[config.mk]
export PLATFORM = sky130hd
export DESIGN_NAME = arcade_input
export DESIGN_NICKNAME = d
export VERILOG_FILES = /design/src/rtl/arcade_input.sv
export SDC_FILE = /design/constraint.sdc
export NUM_CORES = 1
export LEC_CHECK = 0
export ABC_AREA = 1
export CAP_MARGIN = 20
export CORE_UTILIZATION = 59
export CTS_CLUSTER_DIAMETER = 60
export DETAILED_ROUTE_END_ITERATION = 10
export PLACE_DENSITY = 0.86
export SLEW_MARGIN = 0
export SYNTH_ARGS = -nofsm -noshare
export SYNTH_HDL_FRONTEND = slang
export SYNTH_SLANG_ARGS = --single-unit
[constraint.sdc]
create_clock -name clk -period 3.7 [get_ports clk]
set_input_delay 0.74 -clock clk [delete_from_list [all_inputs] [get_ports clk]]
set_output_delay 0.74 -clock clk [all_outputs]
set_load 0.005 [all_outputs]
[src/rtl/arcade_input.sv]
// arcade_input -- registered input front end for arcade cores.
//
// It merges the PS/2 keyboard, USB pads and external (UserIO) pads into one
// control vector per player. It then applies SOCD cleaning, per-button
// autofire, a fixed-length coin pulse and a latched pause toggle.
//
// Ports
//   clk            system clock (clk_sys)
//   reset_n        asynchronous active-low reset
//   ps2_key        [10] toggles per event, [9] pressed, [7:0] scan code
//   joy_usb        USB pads, 16 bits each, allocated in index order
//   joy_ext        external pads, one 16-bit slot per player
//   ext_ena        per player: take joy_ext slot instead of a USB pad
//   autofire_mask  buttons with autofire enabled (shared by all players)
//   joy_out        processed controls, same per-player layout as the inputs
//   pause          latched pause state
//
// Per-pad layout: [0]R [1]L [2]D [3]U [4+b] button b,
// [4+BUTTONS] start, [5+BUTTONS] coin, [6+BUTTONS] pause.
module arcade_input #(
   parameter int unsigned PLAYERS      = 2,
   parameter int unsigned BUTTONS      = 3,
   parameter int unsigned AUTOFIRE_DIV = 4_000_000,
   parameter int unsigned COIN_PULSE   = 1_000_000
) (
   input  logic                  clk,
   input  logic                  reset_n,
   input  logic [10:0]           ps2_key,
   input  logic [PLAYERS*16-1:0] joy_usb,
   input  logic [PLAYERS*16-1:0] joy_ext,
   input  logic [PLAYERS-1:0]    ext_ena,
   input  logic [BUTTONS-1:0]    autofire_mask,
   output logic [PLAYERS*16-1:0] joy_out,
   output logic                  pause
);

   localparam int unsigned START_BIT = 4 + BUTTONS;
   localparam int unsigned COIN_BIT  = 5 + BUTTONS;
   localparam int unsigned PAUSE_BIT = 6 + BUTTONS;
   localparam logic [15:0] USED_MASK = 16'((32'd1 << (PAUSE_BIT + 1)) - 32'd1);
   localparam int unsigned TW = (AUTOFIRE_DIV > 1) ? $clog2(AUTOFIRE_DIV) : 1;
   localparam int unsigned CW = $clog2(COIN_PULSE + 1);

   logic [PLAYERS-1:0][15:0] usb_v, ext_v;
   assign usb_v = joy_usb;
   assign ext_v = joy_ext;

   // armed_q/edge_ok_q: ignore the first keyboard sample and the first S1
   // capture after reset, so inputs held through reset never count as events.
   logic tog_q, armed_q, edge_ok_q;
   logic kev;
   assign kev = armed_q & (ps2_key[10] ^ tog_q);

   // ---------------- keyboard decode ----------------
   logic [PLAYERS-1:0][15:0] key_q, key_d;
   logic       khit, kpl, kbtn;
   logic [1:0] kb;
   logic [3:0] kbit;

   always_comb begin
      khit = 1'b1;
      kpl  = 1'b0;
      kbtn = 1'b0;
      kb   = '0;
      kbit = '0;
      case (ps2_key[7:0])
         8'h75: kbit = 4'd3;
         8'h72: kbit = 4'd2;
         8'h6B: kbit = 4'd1;
         8'h74: kbit = 4'd0;
         8'h14: begin kbtn = 1'b1; kb = 2'd0; end
         8'h11: begin kbtn = 1'b1; kb = 2'd1; end
         8'h29: begin kbtn = 1'b1; kb = 2'd2; end
         8'h16: kbit = 4'(START_BIT);
         8'h2E: kbit = 4'(COIN_BIT);
         8'h4D: kbit = 4'(PAUSE_BIT);
         8'h2D: begin kpl = 1'b1; kbit = 4'd3; end
         8'h2B: begin kpl = 1'b1; kbit = 4'd2; end
         8'h23: begin kpl = 1'b1; kbit = 4'd1; end
         8'h34: begin kpl = 1'b1; kbit = 4'd0; end
         8'h1C: begin kpl = 1'b1; kbtn = 1'b1; kb = 2'd0; end
         8'h1B: begin kpl = 1'b1; kbtn = 1'b1; kb = 2'd1; end
         8'h15: begin kpl = 1'b1; kbtn = 1'b1; kb = 2'd2; end
         8'h1E: begin kpl = 1'b1; kbit = 4'(START_BIT); end
         8'h36: begin kpl = 1'b1; kbit = 4'(COIN_BIT); end
         default: khit = 1'b0;
      endcase
      // Button keys are resolved separately so they never alias start/coin
      // when BUTTONS is small.
      if (kbtn) begin
         kbit = 4'd4 + {2'b00, kb};
         if (BUTTONS <= 32'(kb)) khit = 1'b0;
      end
   end

   always_comb begin
      key_d = key_q;
      for (int unsigned p = 0; p < PLAYERS; p++)
         if (kev && khit && (32'(kpl) == p)) key_d[p][kbit] = ps2_key[9];
   end

   // ---------------- source allocation / stage 1 ----------------
   logic [PLAYERS-1:0][15:0] s1_d, s1_q, prev_q;

   always_comb begin : merge
      int unsigned k;
      logic [15:0] src;
      k    = 0;
      src  = '0;
      s1_d = '0;
      for (int unsigned p = 0; p < PLAYERS; p++) begin
         src = '0;
         if (ext_ena[p]) begin
            src = ext_v[p];
         end else begin
            for (int unsigned q = 0; q < PLAYERS; q++)
               if (q == k) src = usb_v[q];
            k = k + 1;
         end
         s1_d[p] = (src & USED_MASK) | key_q[p];
      end
   end

   // ---------------- stage 2 ----------------
   logic [TW-1:0] tick_q, tick_d;
   logic          tick;
   logic [PLAYERS-1:0][BUTTONS-1:0] phase_q, phase_d;
   logic [PLAYERS-1:0][CW-1:0]      coin_q, coin_d;
   logic [PLAYERS-1:0][15:0]        rise, out_d, out_q;
   logic                            pause_q, pause_d;

   assign tick   = (tick_q == TW'(AUTOFIRE_DIV - 1));
   assign tick_d = tick ? '0 : tick_q + TW'(1);

   always_comb begin
      rise    = '0;
      out_d   = '0;
      phase_d = phase_q;
      coin_d  = coin_q;
      pause_d = pause_q;
      for (int unsigned p = 0; p < PLAYERS; p++) begin
         if (edge_ok_q) rise[p] = s1_q[p] & ~prev_q[p];
         out_d[p][0] = s1_q[p][0] & ~s1_q[p][1];
         out_d[p][1] = s1_q[p][1] & ~s1_q[p][0];
         out_d[p][2] = s1_q[p][2] & ~s1_q[p][3];
         out_d[p][3] = s1_q[p][3] & ~s1_q[p][2];
         for (int unsigned b = 0; b < BUTTONS; b++) begin
            // A press wins over a coincident tick: it always starts high.
            if (rise[p][4+b])
               phase_d[p][b] = 1'b1;
            else if (s1_q[p][4+b] && tick)
               phase_d[p][b] = ~phase_q[p][b];
            out_d[p][4+b] = s1_q[p][4+b] & (~autofire_mask[b] | phase_d[p][b]);
         end
         out_d[p][START_BIT] = s1_q[p][START_BIT];
         if (coin_q[p] != '0)
            coin_d[p] = coin_q[p] - CW'(1);
         else if (rise[p][COIN_BIT])
            coin_d[p] = CW'(COIN_PULSE);
         out_d[p][COIN_BIT] = (coin_d[p] != '0);
         // Several players' edges in one cycle still toggle only once.
         if (rise[p][PAUSE_BIT]) pause_d = ~pause_q;
      end
   end

   always_ff @(posedge clk or negedge reset_n) begin
      if (!reset_n) begin
         tog_q     <= 1'b0;
         armed_q   <= 1'b0;
         edge_ok_q <= 1'b0;
         key_q     <= '0;
         s1_q      <= '0;
         prev_q    <= '0;
         tick_q    <= '0;
         phase_q   <= '0;
         coin_q    <= '0;
         out_q     <= '0;
         pause_q   <= 1'b0;
      end else begin
         tog_q     <= ps2_key[10];
         armed_q   <= 1'b1;
         edge_ok_q <= armed_q;
         key_q     <= key_d;
         s1_q      <= s1_d;
         prev_q    <= s1_q;
         tick_q    <= tick_d;
         phase_q   <= phase_d;
         coin_q    <= coin_d;
         out_q     <= out_d;
         pause_q   <= pause_d;
      end
   end

   assign joy_out = out_q;
   assign pause   = pause_q;

   logic unused_ok;
   assign unused_ok = ^{ps2_key[8], rise};

endmodule

==> flow_summary.ini, run 1 <==
[worst_setup_path]
ff2ff_setup_slack_ps = 1320
setup.worst_path.start_class = primary input
timing.critical_path.fanout_max = 10
worst-endpoint-arrival_ps = 2710
critPathRequiredTime_ps = 3980
crit_path_end_kind = flip-flop
worstReg2RegEnd = joy_out[6]
worst-r2r-cell-count = 11
criticalPathCategory = primary input to flip-flop
rr_startpoint = tick_q[0]

[status]
result_of_the_run = finished clean

[detailed_routing]
routed_wl_um = 16600
final_antenna_net_count = 0
wire_per_inst_um = 13.6
vias_per_cell = 5.27
first_iter_violations = 542
route.detailed.drc = 0
first_pass_drt_iterations = 6
routed-via-count = 6413

[run]
max_cap_violations = 0

[global_routing]
grt_antenna_before_repair = 0
grt_first_pass_wirelength_um = 28500
overflow = 0
total_routing_resource_utilization_after_global_routing = 0.279
first_global_vias = 6169
largest_net_degree_at_the_start_of_global_routing = 120

[floorplan]
die-height_um = 114
core_area_mm2 = 0.0122
start_util = 0.612
floorplan.die.width_um = 114
boundaryPins = 115
core.rowCount = 40
die_area_mm2 = 0.0131

[power_and_ir_drop]
static_power_due_to_leakage_uw = 0.00440
intPower_uw = 3120
reg_power_frac = 0.430
power.density_cell_area_mw_per_mm2 = 506
ir_drop_mv = 0.368
clock_power_share = 0.368
swShare = 0.305
power_switching_uw = 1370
combinationalPowerShare = 0.202

[synth]
muxShareOfSynthArea = 0
synthDistinctLibCells = 41
synth_adder_area_share = 0.00840
post_synth_simple_gate_area = 0.320
synth.area.top_cells = dfrtp_1 (47%), nand2_1 (12%), nor2_1 (7.4%), inv_1 (6.3%), nand3_1 (3.8%)
combinational_family_with_the_most_area_after_synthesis = simple AND/OR/NAND/NOR gates
synth_largest_type_area_fraction = 0.471
yosys_register_bits = 140
synthesis.yosys.warnings = 0
synth.cell_area_mm2 = 0.00745
synth-compound-area-share = 0.0687
post_synth_top_area_cell = dfrtp_1
syn_avg_cell_area_um2 = 7.78
fraction_of_synthesized_cell_area_in_xor_and_xnor_cells = 0.0365
synth_seq_area_share = 0.471
syn-instance-count = 957

[clock_network]
cts_tree = built
cts.htree.levels = 4
clockRootBuffer = clkbuf_16
cts.path.max_buffers = 2
postCtsHoldBufs = 0
numClockSinks = 140
post_cts_resize_count = 0
clk-insertion-delay-late_ps = 420
worst_setup_hold_path_clk_slew_ps = 60
cts_setup_buffers = 0
cts_made_buffers = 17

[placement]
place.gp.congestion = 0.921
post-dp-hpwl_um = 11700
portBuffers = 75

[final_layout]
antenna_cells_inserted = 0
nNetsFinal = 1124
final_util = 0.729
drive_above_1_share = 0.0744
area_growth_syn_to_layout_pct = 19.1
num-fill-cells = 880

[sta]
post-route-min-period_ps = 2440
clock_skew_ps = 5.40
post-route-period-util = 0.659
setup_violations = 0
rsz0062_at_grt = false
finalSetupTns_ps = 0
fmax_mhz = 410
maxSlewHeadroom = 0.477
timing.hold.ws_ps = 142
final_hold_vio_count = 0
worst_slew_pin_slew_ps = 782
final-max-slew-violation-count = 0

[min_path]
hold_crit_class = primary input to asynchronous set/reset pin
==> layout make-up <==
cell class / instances / area, um^2 / share of cell area
Sequential cell: 140 / 3500 / 0.395
Multi-Input combinational cell: 667 / 3280 / 0.370
Timing Repair Buffer: 79 / 802 / 0.0904
Inverter: 132 / 495 / 0.0559
Clock buffer: 21 / 460 / 0.0519
Tap cell: 168 / 210 / 0.0237
Clock inverter: 9 / 114 / 0.0128
==> synthesized netlist by cell type, drive strengths merged <==
cell type,n
o21a,1
nand4,34
xor2,21
o31ai,9
buf,24
clkinv,2
o211ai,6
nand3,63
nor2,162
or2,3
ha,5
a31oi,1
a21oi,27
nand2,236
xnor2,10
nand3b,5
clkbuf,7
nor3b,1
nor3,18
o21ai,44
o21bai,2
conb,2
and3,1
nor4,3
dfrtp,140
inv,130
==> power by group through the flow <==
stage / clock, uW / sequential (uW) / combinational, uW
final: 1650 / 1930 / 906
after global routing: 1740 / 1950 / 1040
after CTS: 1670 / 1920 / 900
after detailed placement: 0 / 1940 / 886
after global placement: 0 / 1940 / 852
after floorplan: 0 / 1900 / 624
==> worst max-delay path, stage by stage <==
cell	delay, ps
clkdlybuf4s50_1	650
inv_1	70
nand2_1	110
inv_1	70
nand2_1	50
nor2_1	40
a21oi_2	160
nand3_1	140
nor2_4	260
nand4_1	210
nand2_1	130
o21ai_1	80
==> flip-flops by register name (all words and copies together), names as in the netlist <==
register	cells
armed_q	1
coin_q	40
edge_ok_q	1
joy_out	16
key_q	20
out_d	2
pause	1
phase_q	6
prev_q	12
s1_q	18
tick_q	22
tog_q	1
==> cells in the final DEF, fill, tap and decap left out, types with 3 or more instances in the layout <==
master           Yosys  final
nand2_1            230    230
nor2_1             147    147
dfrtp_1            140    140
inv_1              125    125
clkdlybuf4s50_1      0     74
nand3_1             57     57
nand4_1             29     29
a21oi_1             26     26
o21ai_0             23     23
xor2_1              21     21
o21ai_1             20     20
clkbuf_16            0     17
conb_1               2     15
nor3_1              14     14
xnor2_1             10     10
nor2_2               9      9
o31ai_1              9      9
nor2_4               6      6
o211ai_1             6      6
nand2_2              6      6
nand3b_1             5      5
inv_2                5      5
nand4_2              5      5
ha_1                 5      5
nand3_2              4      4
nor3_2               4      4
nor4_1               3      3
clkinvlp_4           0      3
buf_4               18      3
==> metal layers <==
metal | vias to the layer above | track usage | share of wire
met1 | 2956 | 0.369 | 0.43
met2 | 242 | 0.452 | 0.48
met4 | 0 | 0.115 | 0.027
met3 | 45 | 0.0545 | 0.059
li1 | 3170 | - | -
met5 | - | 0 | 0
==> worst max-delay path by stage <==
| stage | slack [ps] | to | from |
|---|---|---|---|
| after global placement | 960 | key_q[0] | ps2_key[3] |
| final | 1260 | key_q[9] | ps2_key[3] |
| after CTS | 1260 | key_q[9] | ps2_key[3] |
| after global routing | 1030 | joy_out[6] | tick_q[0] |
| after floorplan | 1730 | key_q[0] | ps2_key[3] |
| after detailed placement | 870 | key_q[6] | ps2_key[3] |
==> stage by stage <==
step / power, uW / std cells / cell area (um^2) / worst slack [ps]
2_1_floorplan: 2520 / 970 / 7490 / 1730
3_3_place_gp: 2790 / 1185 / 8270 / 958
3_5_place_dp: 2830 / 1185 / 8270 / 874
4_1_cts: 4490 / 1215 / 8840 / 1260
5_1_grt: 4730 / 1216 / 8870 / 1030
6_report: 4480 / 1216 / 8870 / 1260
==> kinds of logic after synthesis <==
| kind of cell | Yosys count |
|---|---|
| simple gates | 526 |
| compound gates | 90 |
| flops | 140 |
| fa+ha+maj | 5 |
| xor+xnor | 31 |
| other cells | 2 |
| buf+inv | 163 |
No activity file was read; power rests on OpenSTA's default activity.
==> inputs of run 2 (changes only) <==
- CORE_UTILIZATION: 59 -> 49
- PLACE_DENSITY: 0.86 -> 0.77
- clock period: 3.7 -> 2.2 ns (I/O delays scaled with it)
==> flow_summary.ini, run 2 (synthesis gave the netlist of run 1 again) <==
[status]
result_of_the_run = complete, but fails checks
failed_checks = design-rule violations

[clock_network]
cts.path.max_buffers = 2
cts_tree = built
cts.htree.levels = 4
cts_made_buffers = 17
numClockSinks = 140
clk-insertion-delay-late_ps = 420
worst_setup_hold_path_clk_slew_ps = 60
clockRootBuffer = clkbuf_16

[detailed_routing]
route.detailed.drc = 3
vias_per_cell = 5.13
routed_wl_um = 17100
final_antenna_net_count = 0
routed-via-count = 6560
first_iter_violations = 367
first_pass_drt_iterations = 8
wire_per_inst_um = 13.4

[min_path]
hold_crit_class = flip-flop to flip-flop

[floorplan]
floorplan.die.width_um = 125
die_area_mm2 = 0.0157
die-height_um = 125
core.rowCount = 44
core_area_mm2 = 0.0147
boundaryPins = 115
start_util = 0.507

[final_layout]
register_name_with_the_most_flops = coin_q
layout_top_registers = coin_q: 40 flops, tick_q: 22 flops, key_q: 20 flops
nNetsFinal = 1167
area_growth_syn_to_layout_pct = 25.2
num-fill-cells = 1222
drive_above_1_share = 0.119
final_cell_mix = nand2_1 (229), nor2_1 (145), dfrtp_1 (140), inv_1 (125), clkdlybuf4s50_1 (74)
final_cells = 1278
flip_flop_count_of_the_largest_register_all_copies_and_words_added = 40
layout_commonest_cell = nand2_1

[global_routing]
grt_first_pass_wirelength_um = 29100
overflow = 0
total_routing_resource_utilization_after_global_routing = 0.234
grt_antenna_before_repair = 1
first_global_vias = 6399
largest_net_degree_at_the_start_of_global_routing = 58

[placement]
place.gp.congestion = 0.922
post-dp-hpwl_um = 12600
dpl.cell_count = 1242
portBuffers = 75

[sta]
post-route-min-period_ps = 2020
clock_skew_ps = 4.44
timing.hold.ws_ps = 347
worst_slew_pin_slew_ps = 538
post-route-period-util = 0.918
maxSlewHeadroom = 0.641
finalSetupTns_ps = 0
fmax_mhz = 495
final-max-slew-violation-count = 0
final_hold_vio_count = 0
setup_violations = 0

[run]
max_cap_violations = 0

[worst_setup_path]
worst-endpoint-arrival_ps = 2310
crit_path_end_kind = flip-flop
criticalPathCategory = flip-flop to flip-flop
critPathRequiredTime_ps = 2490
timing.critical_path.fanout_max = 15
ff2ff_setup_slack_ps = 180
setup.worst_path.start_class = flip-flop

[power_and_ir_drop]
power.density_cell_area_mw_per_mm2 = 847
power_switching_uw = 2360
swShare = 0.299
static_power_due_to_leakage_uw = 0.00466
combinationalPowerShare = 0.202
reg_power_frac = 0.409
intPower_uw = 5540
ir_drop_mv = 0.654
clock_power_share = 0.389
run 2: cell types whose count changed in the layout (fill, tap and decap cells not counted), moves of 2 or more:
| cell | change |
|---|---|
| clkbuf_1 | -2 |
| bufinv_16 | +2 |
| buf_4 | +40 |
| nor2_2 | +2 |
| nor2_1 | -2 |
| buf_12 | +3 |
run 2: what timing repair did:
action,CTS,global route
endpoints found under the hold margin,11,0
setup endpoints to repair,0,7
buffers inserted,0,2
hold buffers,1,0
resized for setup,0,7
run 2: final cells by class:
class	count	area, um^2	share of cell area
diodes	1	2.50	0.000268
repair buffers	122	1140	0.123
clock buffers	19	453	0.0486
clock inverters	13	188	0.0201
well taps	184	230	0.0247
multi-input cells	667	3310	0.355
flip-flops and latches	140	3500	0.376
inverters	132	495	0.0531
run 2: per-stage QoR:
step           worst slack [ps]   util  power [uW]  instance area, um^2
5_1_grt                   -26.7  0.634        8320                 9330
3_3_place_gp               -128  0.587        4780                 8630
3_5_place_dp               -184  0.587        4820                 8630
2_1_floorplan               413      -        4240                 7490
4_1_cts                     149  0.631        7920                 9280
6_report                    181  0.634        7900                 9330
run 2: worst max-delay path, cell delays in order, from the launching register on:
cell and delay (ps):
dfrtp_1 390, inv_1 150, ha_1 220, nand2_1 70, nor2_1 180, nand3_4 200, nand2_1 160, nand3_1 90
nor2_1 150, nand2_1 70, nor2_1 120, nand3_1 90
run 2: power by group through the flow:
stage	Clock, uW	Combinational, uW	Sequential (uW)
finish	3080	1600	3230
global route	3240	1820	3270
CTS	3110	1590	3220
detailed placement	0	1570	3260
global placement	0	1530	3250
floorplan	0	1050	3200
run 2: final timing paths:
| kind | start | endpoint | cells after the start |
|---|---|---|---|
| setup / recovery | coin_q[20] | joy_out[24] | 11 |
| hold / removal | out_d[23] | prev_q[23] | 0 |
| setup reg to reg | coin_q[20] | joy_out[24] | 11 |
| hold reg to reg | out_d[23] | prev_q[23] | 0 |
| max in group asynchronous | reset_n | key_q[21] | 3 |
| min in group asynchronous | reset_n | coin_q[39] | 2 |
run 2: per-layer routing:
metal  track usage  wire, um  up-vias  share of wire
li1              -         -     3257              -
met1         0.295      7510     3100           0.44
met2         0.396      8400      178           0.49
met3        0.0488       865       25          0.050
met4        0.0882       357        0          0.021
met5             0         0        -              0
